$ cat config.mk
export PLATFORM = sky130hd
export DESIGN_NAME = spi_mem_fsm_flat
export DESIGN_NICKNAME = d
export VERILOG_FILES = /design/src/rtl/spi_mem_fsm_pkg.sv /design/src/rtl/spi_mem_fsm_if.sv /design/src/rtl/spi_mem_fsm_bit_counter.sv /design/src/rtl/spi_mem_fsm.sv /design/src/flat_wrapper.sv
export SDC_FILE = /design/constraint.sdc
export NUM_CORES = 1
export LEC_CHECK = 0
export ABC_AREA = 1
export BUFFER_PORTS_ARGS = -buffer_cell sky130_fd_sc_hd__clkbuf_2
export CAP_MARGIN = 20
export CORE_AREA = 4 4 41 43
export CTS_BUF_LIST = sky130_fd_sc_hd__clkbuf_8
export CTS_CLUSTER_SIZE = 8
export DETAILED_ROUTE_END_ITERATION = 8
export DIE_AREA = 0 0 45 47
export PLACE_DENSITY = 0.81
export SLEW_MARGIN = 20
export SYNTH_ARGS = -nofsm -noshare
export SYNTH_HDL_FRONTEND = slang
export SYNTH_HIERARCHICAL = 1
export SYNTH_SLANG_ARGS = --single-unit
$ cat constraint.sdc
create_clock -name clk -period 5.2 [get_ports clk]
set_input_delay 0 -clock clk [delete_from_list [all_inputs] [get_ports clk]]
set_output_delay 0 -clock clk [all_outputs]
set_load 0.05 [all_outputs]
$ cat src/rtl/spi_mem_fsm_pkg.sv
// Shared definitions for the SPI memory slave transaction controller:
// state encoding and default transaction geometry.
package spi_mem_pkg;

    localparam int ADDR_BITS_DEF = 8;
    localparam int DATA_BITS_DEF = 8;

    typedef enum logic [3:0] {
        IDLE         = 4'd0,
        GET_ADDR     = 4'd1,
        ADDR_SETTLE  = 4'd2,
        GOT_ADDR     = 4'd3,
        READ_MEM     = 4'd4,
        READ_LOAD    = 4'd5,
        READ_SEND    = 4'd6,
        WRITE_GET    = 4'd7,
        WRITE_SETTLE = 4'd8,
        WRITE_STORE  = 4'd9,
        DONE         = 4'd10
    } state_e;

endpackage

$ cat src/rtl/spi_mem_fsm_if.sv
// Signals between the input conditioners and the transaction controller,
// and the strobes the controller hands to the memory-side blocks.
interface spi_mem_fsm_if;

    logic cs;
    logic sclk_pos;
    logic sclk_neg;
    logic rw_bit;
    logic addr_we;
    logic dm_we;
    logic sr_we;
    logic miso_buff;
    logic busy;

    modport master (
        output cs, sclk_pos, sclk_neg, rw_bit,
        input  addr_we, dm_we, sr_we, miso_buff, busy
    );

    modport slave (
        input  cs, sclk_pos, sclk_neg, rw_bit,
        output addr_we, dm_we, sr_we, miso_buff, busy
    );

endinterface

$ cat src/rtl/spi_mem_fsm_bit_counter.sv
// Bit counter shared by the header and data phases; flags the increment
// that lands on the terminal value.
module spi_bit_counter #(
    parameter int CNT_W = 4
) (
    input  logic             clk,
    input  logic             reset_n,
    input  logic             clr_i,
    input  logic             inc_i,
    input  logic [CNT_W-1:0] term_i,
    output logic             tc_o
);

    logic [CNT_W-1:0] cnt_q, cnt_d;

    always_comb begin
        cnt_d = cnt_q;
        if (clr_i) begin
            cnt_d = '0;
        end else if (inc_i) begin
            cnt_d = cnt_q + 1'b1;
        end
    end

    always_ff @(posedge clk or negedge reset_n) begin
        if (!reset_n) begin
            cnt_q <= '0;
        end else begin
            cnt_q <= cnt_d;
        end
    end

    assign tc_o = inc_i && (cnt_q == term_i);

endmodule

$ cat src/rtl/spi_mem_fsm.sv
// Transaction controller: one address/R-W header and one data byte per
// chip-select assertion, sequencing latch, memory, shift-load and MISO enable.
module spi_mem_fsm
    import spi_mem_pkg::*;
#(
    parameter int ADDR_BITS = ADDR_BITS_DEF,
    parameter int DATA_BITS = DATA_BITS_DEF,
    parameter int CNT_W     = 4
) (
    input  logic          clk,
    input  logic          reset_n,
    spi_mem_fsm_if.slave  bus
);

    localparam logic [CNT_W-1:0] ADDR_TERM = CNT_W'(ADDR_BITS - 1);
    localparam logic [CNT_W-1:0] DATA_TERM = CNT_W'(DATA_BITS - 1);

    state_e           state_q, state_d;
    logic             cnt_inc;
    logic             cnt_clr;
    logic             cnt_tc;
    logic [CNT_W-1:0] cnt_term;
    logic             sclk_neg_unused;

    // Falling edges carry no meaning here; all counting is on rising edges.
    assign sclk_neg_unused = bus.sclk_neg;

    always_comb begin
        state_d  = state_q;
        cnt_inc  = 1'b0;
        cnt_term = DATA_TERM;
        case (state_q)
            IDLE: begin
                if (!bus.cs) state_d = GET_ADDR;
            end
            GET_ADDR: begin
                cnt_inc  = bus.sclk_pos;
                cnt_term = ADDR_TERM;
                if (cnt_tc) state_d = ADDR_SETTLE;
            end
            ADDR_SETTLE:  state_d = GOT_ADDR;
            GOT_ADDR:     state_d = bus.rw_bit ? READ_MEM : WRITE_GET;
            READ_MEM:     state_d = READ_LOAD;
            READ_LOAD:    state_d = READ_SEND;
            READ_SEND: begin
                cnt_inc = bus.sclk_pos;
                if (cnt_tc) state_d = DONE;
            end
            WRITE_GET: begin
                cnt_inc = bus.sclk_pos;
                if (cnt_tc) state_d = WRITE_SETTLE;
            end
            WRITE_SETTLE: state_d = WRITE_STORE;
            WRITE_STORE:  state_d = DONE;
            DONE:         state_d = DONE;
            default:      state_d = IDLE;
        endcase

        // Deselect wins over everything, so an aborted transfer emits no further strobe.
        if (bus.cs) begin
            state_d = IDLE;
            cnt_inc = 1'b0;
        end
    end

    assign cnt_clr = bus.cs || (state_d != state_q);

    always_ff @(posedge clk or negedge reset_n) begin
        if (!reset_n) begin
            state_q <= IDLE;
        end else begin
            state_q <= state_d;
        end
    end

    spi_bit_counter #(
        .CNT_W (CNT_W)
    ) u_bit_counter (
        .clk     (clk),
        .reset_n (reset_n),
        .clr_i   (cnt_clr),
        .inc_i   (cnt_inc),
        .term_i  (cnt_term),
        .tc_o    (cnt_tc)
    );

    assign bus.addr_we   = (state_q == GOT_ADDR);
    assign bus.sr_we     = (state_q == READ_LOAD);
    assign bus.dm_we     = (state_q == WRITE_STORE);
    assign bus.miso_buff = (state_q == READ_SEND);
    assign bus.busy      = (state_q != IDLE);

endmodule

$ cat src/flat_wrapper.sv
// flat-port wrapper written by rule: the top's interface ports become plain ports
module spi_mem_fsm_flat import spi_mem_pkg::*;
#(
    parameter int ADDR_BITS = ADDR_BITS_DEF,
    parameter int DATA_BITS = DATA_BITS_DEF,
    parameter int CNT_W     = 4
)
  (clk, reset_n, bus_cs, bus_sclk_pos, bus_sclk_neg, bus_rw_bit, bus_addr_we, bus_dm_we, bus_sr_we, bus_miso_buff, bus_busy);
  spi_mem_fsm_if bus_i ();
  input  logic clk;
  input  logic reset_n;
  input wire logic [$bits(bus_i.cs)-1:0] bus_cs;
  input wire logic [$bits(bus_i.sclk_pos)-1:0] bus_sclk_pos;
  input wire logic [$bits(bus_i.sclk_neg)-1:0] bus_sclk_neg;
  input wire logic [$bits(bus_i.rw_bit)-1:0] bus_rw_bit;
  output wire logic [$bits(bus_i.addr_we)-1:0] bus_addr_we;
  output wire logic [$bits(bus_i.dm_we)-1:0] bus_dm_we;
  output wire logic [$bits(bus_i.sr_we)-1:0] bus_sr_we;
  output wire logic [$bits(bus_i.miso_buff)-1:0] bus_miso_buff;
  output wire logic [$bits(bus_i.busy)-1:0] bus_busy;
  assign bus_i.cs = bus_cs;
  assign bus_i.sclk_pos = bus_sclk_pos;
  assign bus_i.sclk_neg = bus_sclk_neg;
  assign bus_i.rw_bit = bus_rw_bit;
  assign bus_addr_we = bus_i.addr_we;
  assign bus_dm_we = bus_i.dm_we;
  assign bus_sr_we = bus_i.sr_we;
  assign bus_miso_buff = bus_i.miso_buff;
  assign bus_busy = bus_i.busy;
  spi_mem_fsm #(.ADDR_BITS(ADDR_BITS), .DATA_BITS(DATA_BITS), .CNT_W(CNT_W)) u_core (.clk(clk), .reset_n(reset_n), .bus(bus_i));
endmodule
==> reports/results.tsv <==
metric	value	unit
outcome	complete, no violations	
first_iter_violations	7	
cts_sinks	8	
rows	13	
cp.required	5310	ps
final-seq-area	200	sq um
wl_per_cell	9.38	um
core_area	1300	sq um
critPathArrivalTime	2970	ps
critPathLaunchType	register	
max_freq	349	MHz
ant_nets	0	
maxCapViolCount	0	
dp_hpwl	1040	um
synthAdderAreaFrac	0.0193	
p_leak	0.444	nW
fill_cells	146	
cts_tree	built	
start_util	0.497	
final_common_cell	nand2_1	
cts_max_path_buffers	2	
hold_viol	0	
num_antenna_cells	0	
synthSimpleGateAreaFrac	0.422	
grt_overflow	0	
synth_compound_area_frac	0.120	
power.density	230	nW/um^2
numCtsBuffers	3	
setup_ws	2330	ps
clk_pin_slew	40	ps
crit_path_end_kind	register	
synth_top_family_by_area	simple AND/OR/NAND/NOR gates	
yosysSeqAreaShare	0.309	
fin_crit_sh	0.551	
h-tree-depth	1	
netlist_instances	106	
rsz0062_at_grt	no	
viasPerCell	4.91	
ys_ff_latch	8	
synthMuxAreaShare	0	
tns	0	ps
synth_xor_xnor_area_share	0	
antenna_found_initial	0	
finalSetupViolations	0	
io_pins	11	
final_core_util	0.596	
final_cell_mix	33 x nand2_1, 15 x inv_1, 11 x nor2_1	
nNetsFinal	132	
cts_resized	0	
track_usage	0.159	
num_vias	678	
die_area	2120	sq um
path_class	reg2reg	
period_needed	2870	ps
grt_max_degree	9	
peakVddDrop	0.000167	V
wl	1300	um
pre_cts_slack	2400	ps
syn_area	647	sq um
yosys_warnings	6	
drv_slew	0	
crit_fanout	8	
io_buffers	9	
multi_input_area	389	sq um
area_delta_synth_final	19.9	%
grt_pass1_wl	2310	um
die_h	47	um
clock_skew	0.234	ps
clock_latency	220	ps
drive_gt1_frac	0.187	
synth.avg_cell_area	6.10	sq um
grt_pass1_vias	616	
synth_cell_types	21	
cts_root_buffer	clkbuf_8	
drtPass1Iterations	4	
drc	0	
min_path_type	in2reg	
die_w	45	um
place.gp.congestion	0.812	
-- critical path, cell delays in order (launching register included) --
cell	delay, ps
dfrtp_1	460
inv_1	110
nand2_1	80
nor3_1	210
a21oi_1	70
nor2_1	300
nand2_1	100
nor2_1	110
nand2_1	50
nor2_1	240
inv_1	100
nand3_1	100
nand2_1	90
inv_1	90
nand2_1	60
nand3_1	60
nand3_1	100
nor2_2	180
nor2_4	50
a21oi_1	110
nor2_1	60
-- stage by stage --
step / cells / power (mW) / hold WS (ps) / instance area, sq um
6_report: 138 / 0.178 / 135 / 776
2_1_floorplan: 111 / 0.0994 / -296 / 666
4_1_cts: 138 / 0.181 / 125 / 776
3_5_place_dp: 134 / 0.108 / -157 / 724
3_3_place_gp: 134 / 0.106 / -156 / 724
5_1_grt: 138 / 0.191 / 166 / 776
-- path summary, 6_finish.rpt --
path	endpoint	cells past startpoint	slack, ps	start
min	u_core/state_q[0]	4	140	bus_cs
min reg2reg	u_core/u_bit_counter/cnt_q[1]	2	550	u_core/u_bit_counter/cnt_q[1]
min in group asynchronous	u_core/state_q[0]	2	150	reset_n
max	u_core/u_bit_counter/cnt_q[3]	20	2330	u_core/state_q[1]
max reg2reg	u_core/u_bit_counter/cnt_q[3]	20	2330	u_core/state_q[1]
max in group asynchronous	u_core/u_bit_counter/cnt_q[2]	2	4890	reset_n
-- kinds of logic after synthesis --
group | after synthesis
AO/OA/AOI/OAI | 13
adder cells (fa/ha/maj) | 1
buffers and inverters | 20
flip-flops | 8
other | 2
AND/OR/NAND/NOR | 62
-- final cells by class --
type | instances | area share
tap | 15 | 0.0242
inverter | 19 | 0.0919
timing repair buffer | 10 | 0.0710
clock buffer | 3 | 0.0532
multi-input combinational | 83 | 0.502
sequential | 8 | 0.258
-- Yosys cell counts (all sizes together) --
library cell	instances	area share
nor3	3	0.023
a21oi	6	0.046
o21ai	4	0.043
ha	1	0.019
conb	2	0.012
dfrtp	8	0.31
nand3	9	0.070
o22ai	1	0.0097
o211ai	1	0.012
buf	1	0.0077
a31oi	1	0.0097
nand2	34	0.20
inv	19	0.11
nand4	1	0.0097
nor2	15	0.12
-- power breakdown --
part | leakage [nW] | switching, mW | total, mW | internal (mW)
Clock | 0.0216 | 0.0203 | 0.0701 | 0.0498
Sequential | 0.109 | 0.00440 | 0.0706 | 0.0662
Combinational | 0.313 | 0.0241 | 0.0374 | 0.0133
-- registers in the layout (all words and copies together), names as in the netlist --
signal / flops
u_core/u_bit_counter/cnt_q: 4
u_core/state_q: 4
-- metal layers --
layer | up-vias | track usage | wire length [um]
met5 | - | 0 | 0
met4 | 0 | 0.146 | 49
met3 | 4 | 0.0345 | 60
met2 | 16 | 0.251 | 604
met1 | 300 | 0.179 | 581
li1 | 358 | - | -
-- timing repair --
item | 4_1_cts | 5_1_grt
setup endpoints to repair | 0 | 0
endpoints found under the hold margin | 8 | 0
buffers inserted | 0 | 0
hold buffers | 1 | 0
Note: power is estimated with default switching activity, not from simulation.
